$ cat src/rtl/conv_tile_sched.sv
// Layer tile scheduler: per tile runs load -> compute -> store via start/done handshakes.
// Optional CONV_PERF_CNT_EN adds the perf_cycles busy-cycle counter port.
module conv_tile_sched #(
    parameter int AW = 16,
    parameter int CW = 24,
    parameter int N  = 128,
    parameter int M  = 256,
    parameter int R  = 128,
    parameter int C  = 128,
    parameter int Tn = 16,
    parameter int Tm = 16,
    parameter int Tr = 64,
    parameter int Tc = 16,
    parameter int K  = 3,
    parameter int S  = 1
) (
    input  logic          clk,
    input  logic          rst,
    input  logic          conv_start,
    input  logic          conv_abort,
    output logic          conv_busy,
    output logic          conv_done,
    output logic          load_start,
    input  logic          load_done,
    output logic          compute_start,
    input  logic          compute_done,
    output logic          store_start,
    input  logic          store_done,
    output logic          conv_tile_done,
`ifdef CONV_PERF_CNT_EN
    output logic [31:0]   perf_cycles,
`endif
    output logic [CW-1:0] tile_cnt
);

    localparam int ROW_STEP = ((Tr + S - K) / S) * S;
    localparam int COL_STEP = ((Tc + S - K) / S) * S;
    localparam int R_STEP   = ((R + S - K) / S) * S;
    localparam int C_STEP   = ((C + S - K) / S) * S;
    localparam int NT_R     = (R_STEP + ROW_STEP - 1) / ROW_STEP;
    localparam int NT_C     = (C_STEP + COL_STEP - 1) / COL_STEP;
    localparam int NT_M     = (M + Tm - 1) / Tm;
    localparam int NT_N     = (N + Tn - 1) / Tn;
    localparam int TILE_NUM = NT_R * NT_C * NT_M * NT_N;
    localparam logic [CW-1:0] LAST_TILE = CW'(TILE_NUM - 1);

    // Elaboration-time sanity check on the configuration.
    if (64'(TILE_NUM) >= (64'd1 << CW) || TILE_NUM < 1 || AW < 1) begin : g_cfg_err
        $error("conv_tile_sched: TILE_NUM does not fit the tile counter");
    end

    typedef enum logic [2:0] {IDLE, LOAD, COMP, STORE, ADV, FIN} state_t;

    state_t        state, state_nxt;
    logic          ls_nxt, cs_nxt, ss_nxt, td_nxt, cd_nxt, busy_nxt;
    logic [CW-1:0] cnt_nxt;

    always_ff @(posedge clk or posedge rst) begin
        if (rst) begin
            state          <= IDLE;
            conv_busy      <= 1'b0;
            conv_done      <= 1'b0;
            load_start     <= 1'b0;
            compute_start  <= 1'b0;
            store_start    <= 1'b0;
            conv_tile_done <= 1'b0;
            tile_cnt       <= '0;
        end else begin
            state          <= state_nxt;
            conv_busy      <= busy_nxt;
            conv_done      <= cd_nxt;
            load_start     <= ls_nxt;
            compute_start  <= cs_nxt;
            store_start    <= ss_nxt;
            conv_tile_done <= td_nxt;
            tile_cnt       <= cnt_nxt;
        end
    end

    // The start pulse register doubles as the "first cycle in state" flag,
    // so a done arriving alongside its own start pulse is ignored.
    always_comb begin
        state_nxt = state;
        ls_nxt    = 1'b0;
        cs_nxt    = 1'b0;
        ss_nxt    = 1'b0;
        td_nxt    = 1'b0;
        cd_nxt    = 1'b0;
        cnt_nxt   = tile_cnt;
        case (state)
            IDLE: if (conv_start) begin
                state_nxt = LOAD;
                ls_nxt    = 1'b1;
                cnt_nxt   = '0;
            end
            LOAD: if (!load_start && load_done) begin
                state_nxt = COMP;
                cs_nxt    = 1'b1;
            end
            COMP: if (!compute_start && compute_done) begin
                state_nxt = STORE;
                ss_nxt    = 1'b1;
            end
            STORE: if (!store_start && store_done) begin
                state_nxt = ADV;
                td_nxt    = 1'b1;
            end
            ADV: begin
                cnt_nxt = tile_cnt + 1'b1;
                if (tile_cnt == LAST_TILE) begin
                    state_nxt = FIN;
                    cd_nxt    = 1'b1;
                end else begin
                    state_nxt = LOAD;
                    ls_nxt    = 1'b1;
                end
            end
            FIN:     state_nxt = IDLE;
            default: state_nxt = IDLE;
        endcase
        // Abort overrides everything and freezes the tile count.
        if (state != IDLE && conv_abort) begin
            state_nxt = IDLE;
            ls_nxt    = 1'b0;
            cs_nxt    = 1'b0;
            ss_nxt    = 1'b0;
            td_nxt    = 1'b0;
            cd_nxt    = 1'b0;
            cnt_nxt   = tile_cnt;
        end
        busy_nxt = (state_nxt != IDLE);
    end

`ifdef CONV_PERF_CNT_EN
    // Value visible in a cycle includes that cycle, so it reads the full count at conv_done.
    always_ff @(posedge clk or posedge rst) begin
        if (rst)
            perf_cycles <= '0;
        else if (state == IDLE && conv_start)
            perf_cycles <= 32'd1;
        else if (busy_nxt && perf_cycles != 32'hFFFF_FFFF)
            perf_cycles <= perf_cycles + 32'd1;
    end
`endif

endmodule

$ cat config.mk
export PLATFORM = sky130hd
export DESIGN_NAME = conv_tile_sched
export DESIGN_NICKNAME = d
export VERILOG_FILES = /design/src/rtl/conv_tile_sched.sv
export SDC_FILE = /design/constraint.sdc
export NUM_CORES = 1
export LEC_CHECK = 0
export ABC_CLOCK_PERIOD_IN_PS = 3400
export BUFFER_PORTS_ARGS = -buffer_cell sky130_fd_sc_hd__buf_2
export CELL_PAD_IN_SITES_DETAIL_PLACEMENT = 0
export CELL_PAD_IN_SITES_GLOBAL_PLACEMENT = 1
export CORE_MARGIN = 8
export CORE_UTILIZATION = 45
export CTS_CLUSTER_SIZE = 10
export DETAILED_ROUTE_END_ITERATION = 6
export GPL_ROUTABILITY_DRIVEN = 0
export PLACE_DENSITY_LB_ADDON = 0.1
export RECOVER_POWER = 50
export SYNTH_ARGS = -nofsm -noshare
export SYNTH_HDL_FRONTEND = slang
export SYNTH_SLANG_ARGS = --single-unit
$ cat constraint.sdc
create_clock -name clk -period 3.4 [get_ports clk]
set_input_delay 0.68 -clock clk [delete_from_list [all_inputs] [get_ports clk]]
set_output_delay 0.68 -clock clk [all_outputs]
set_load 0.05 [all_outputs]
; After elaboration in Yosys (flattened, before gate mapping)
; Cells that the tools add are included.
[totals]
reg_bits = 33
word_cells = 53
in_bits = 7
[op_classes]
n_eq_ne = 6
n_bitwise = 1
n_reduce_logical = 12
add_sub_neg = 1
n_mux = 25
[op_table]
columns = operator, count
row1 = case mux 24 bit (2 select lines), 1
row2 = "adder 24 x 1 -> 24 bit, second input constant", 1
row3 = "equality test 24 x 12 -> 1 bit, second input constant", 1
row4 = two-way mux 24 bit, 1
row5 = two-way mux 3 bit, 6
row6 = two-way mux 1 bit, 15
row7 = case mux 3 bit (5 select lines), 1
row8 = "equality test 3 x 2 -> 1 bit, second input constant", 2
row9 = nonzero test 3 bit, 2
row10 = logical AND 1 bit, 4
row11 = "equality test 3 x 1 -> 1 bit, second input constant", 1
row12 = "equality test 3 bit, second input constant", 1
row13 = zero test 1 bit, 3
row14 = zero test 3 bit, 1
row15 = AND reduction 3 bit, 1
row16 = "!= test 2 bit, second input constant", 1
row17 = case mux 1 bit (2 select lines), 1
row18 = nonzero test 2 bit, 1
row19 = inverter 1 bit, 1

; Longest topological paths before layout
[depth]
ltp_word = 6
mapped_depth = 7

; Least setup slack after synthesis
; OpenSTA, ideal clock, no wires.
[synth_path]
kind = register to register
from = reg tile_cnt[0]
to = reg tile_cnt[8]
stages_incl_launch_ff = 8
arrival_ns = 1.772
setup_time_ns = 0.132
period_less_slack_ns = 1.904
setup_slack_ns = 1.496
required_time_ns = 3.268
n_path_buf = 1
cell_sequence = dfrtp_1 > ha_1 > and3_2 > nand4_1 > buf_4 > nor3_1 > xnor2_1 > nor2_1
[synth_between]
elab_chain_cells = 2
[synth_rtl]
columns = item, line
row1 = from (decl), 33  ; output logic [CW-1:0] tile_cnt
row2 = from (signal assigned), 76  ; tile_cnt <= cnt_nxt;
row3 = adder 24 x 1 -> 24 bit, 109  ; cnt_nxt = tile_cnt + 1'b1;
row4 = case mux 24 bit (2 select lines), 90  ; case (state)
; No other way between the ends.
; A chain may end at the register's enable or synchronous reset.

; Final worst setup path
[layout_path]
from = reg state[1]
to = reg tile_cnt[6]
[layout_between]
elab_chain_cells = 4
[layout_rtl]
columns = item, line
row1 = from (decl), 54  ; state_t state, state_nxt;
row2 = from (signal assigned), 69  ; state <= state_nxt;
row3 = "parallel branches: the longest is 4 deep, another holds equality test 3 bit", n/a
; Parallel ways; which one is timed is not known.

==> results.cfg <==
[detailed_routing]
route.detailed.drc = 0
drt_iter0_markers = 48
ant_nets = 0
dr_total_vias = 1472
dr.pass1.iters = 4
vias_per_cell = 5.412
drt_wl_total_um = 4142
wl_per_cell_um = 15.23

[critical_path]
path_max_fanout = 12
end_kind = flip-flop
worstSetupPathType = reg -> reg
r2r_setup_slack_ns = 0.82
required_ns = 3.61
r2r_cells = 4
critPathLaunchType = flip-flop
worst_path_max_delay_cell = nand4_1
worstReg2RegStart = state[1]
cp_num_buf_inv = 0
cp_top_family = simple AND/OR/NAND/NOR gates
rr_endpoint = tile_cnt[6]
max_stage_delay_ns = 0.67
worstPathCellList = nor2_1, nand4_1, or4_1, a21oi_1
critical_path_arrival_ns = 2.79

[yosys]
syn_inst = 185
synth_edf_count = 0
async_flop_share_pct = 100.0
yosysMostFrequentCell = dfrtp_1
ys_seq_elements = 33
yosys.area.top_type = dfrtp_1
synth_top_area_share_pct = 44.99
synth_nets = 193
synthTopCellsByCount = 33 x dfrtp_1, 25 x nor2_1, 16 x xnor2_1
ys_warn_count = 0
synth_area_um2 = 1836
ys_seq_area_share_pct = 44.99
synthFlopType = dfrtp_1
netlist_top_cells_area = dfrtp_1 45%, xnor2_1 7.6%, nor2_1 5.1%
synth_cell_type_count = 43
avgSynthCellArea_um2 = 9.922

[clocking]
postCtsHoldBufs = 0
worstSkewPairLatency_ns = 0.28
cts_root_buf = clkbuf_8
cts.sinks = 33
cts_resized = 0
cts_made_buffers = 5
clk_path_buf_depth = 2
cts_tree = yes
clkTransAtPathRegs_ns = 0.07
htree_levels = 2
post_cts_buffers = 0

[floorplanning]
die_h_um = 79.87
coreArea_um2 = 3971
start_util_pct = 46.22
ioPinCount = 37
die_width_um = 79.87
row_count = 23
die_area_um2 = 6378

[layout]
area_growth_pct = 15.27
seq_area_um2 = 825.8
layout.cells.non_filler = 272
diodes = 0
fin_nets = 230
multi_input_area_um2 = 925.9
drive_gt1_share_pct = 27.03
final.fill_count = 387

[sta]
finalCriticalPeriod_ns = 2.584
fin_crit_sh_pct = 76.01
relSlewSlack_pct = -18.41
worst_pin_slew_ns = 1.776
slew_violations = 34
tns_ns = 0
rsz0062_at_grt = false
hold_viol_final = 0
fin_hold_ws_ns = 0.5424
fin_skew_ns = 0.006117
setup_viol = 0
fmax_mhz = 387.0

[hold_path]
min-delay-path-class = reg -> reg
holdPathEnd = store_start
min_from = compute_start
whs_path_depth = 2

[outcome]
outcome = finished with violations
violations = max-capacitance violations, max-slew violations

[place]
dp_hpwl_um = 3034
numPortBuffers = 36
dpl.cell_count = 265

[power]
p_per_area_nw_per_um2 = 414.3
switching_share_pct = 30.73
intPower_w = 0.0006072
ir_drop_v = 0.0001964
combPwrFrac_pct = 16.8
power.switching_w = 0.0002694
p_clk_share_pct = 33.8
power_leakage_nw = 0.9648
seqPwrFrac_pct = 49.4

[grt]
grt_pass1_wl_um = 7079
grt_pass1_vias = 1482
grt.overflow.total = 0
antenna_found_initial = 0
grt_max_degree = 34
track_usage_pct = 13.79

[flow_run]
cap_violations = 1
==> worst register-to-register path: cells and delay by family, from the launching register on <==
kind | cells | cell delay, ns
DFF | 1 | 0.49
AOI/OAI and AO/OA | 1 | 0.13
and+or+nand+nor | 3 | 1.89
==> power by group through the flow <==
stage / Sequential (W) / Combinational [W] / Clock, W
global placement: 0.000447 / 0.000156 / 0
CTS: 0.000441 / 0.000158 / 0.000306
floorplan: 0.000458 / 0.000104 / 0
detailed placement: 0.000448 / 0.000158 / 0
finish: 0.000433 / 0.000147 / 0.000296
global route: 0.000437 / 0.000163 / 0.000321
==> cell type report <==
| type | count | area share (%) |
|---|---|---|
| Clock buffer | 7 | 4.080 |
| Sequential cell | 33 | 39.03 |
| Multi-Input combinational cell | 136 | 43.76 |
| Timing Repair Buffer | 38 | 8.752 |
| Inverter | 8 | 1.419 |
| Tap cell | 50 | 2.957 |
==> routing by layer <==
layer	track usage (%)	vias to the layer above	part of all wire, %	wire length [µm]
met4	4.909	0	1.3	55
met5	0	-	0	0
met1	16.43	724	44	1809
li1	-	713	-	-
met3	3.829	7	4.7	196
met2	23.15	28	50	2080
==> cells in the final DEF, fill, tap and decap left out, drive strengths merged, types with 2 or more instances in the layout <==
| cell type | n |
|---|---|
| nand2 | 15 |
| inv | 8 |
| a21oi | 5 |
| or2 | 3 |
| nand3 | 11 |
| clkbuf | 13 |
| nor2b | 2 |
| nand3b | 2 |
| xnor2 | 16 |
| or4 | 2 |
| and3 | 3 |
| nor4 | 5 |
| nor2 | 26 |
| buf | 32 |
| nand2b | 2 |
| or3 | 5 |
| nor3 | 12 |
| nand4 | 2 |
| o21ai | 10 |
| nor4b | 4 |
| and4 | 4 |
| dfrtp | 33 |
==> cell families after synthesis <==
group                      Yosys count  synth area share (%)
AOI/OAI and AO/OA                   18                 5.454
xor gates and xnor gates            16                 7.634
adders and majority gates            1                0.6816
buffers and inverters               16                 4.159
DFF                                 33                 44.99
muxes                                2                 1.159
and+or+nand+nor                     99                 35.92
==> worst max-delay path by stage <==
stage / startpoint / endpoint / slack [ns] / cells after the start
global route: state[1] / tile_cnt[6] / 0.62 / 4
global placement: conv_abort / tile_cnt[6] / 1.08 / 5
floorplan: tile_cnt[0] / tile_cnt[8] / 1.50 / 7
finish: state[1] / tile_cnt[6] / 0.82 / 4
detailed placement: conv_abort / tile_cnt[6] / 1.03 / 5
CTS: tile_cnt[0] / tile_cnt[6] / 1.13 / 5
==> sequential cells by signal, summed over array words and instances, names as in the netlist <==
| register | flops |
|---|---|
| tile_cnt | 24 |
| state | 3 |
| compute_start | 1 |
| conv_busy | 1 |
| conv_done | 1 |
| conv_tile_done | 1 |
| load_start | 1 |
| store_start | 1 |
==> through the flow <==
stage	worst slack [ns]	utilization (%)	power, W	area [µm²]
5_1_grt	0.6204	53.28	0.0009214	2116
2_1_floorplan	1.496	-	0.0005620	1836
4_1_cts	1.126	53.94	0.0009045	2142
6_report	0.8157	53.28	0.0008765	2116
3_3_place_gp	1.080	51.76	0.0006028	2056
3_5_place_dp	1.033	51.76	0.0006061	2056
No activity file was read; power rests on OpenSTA's default activity.
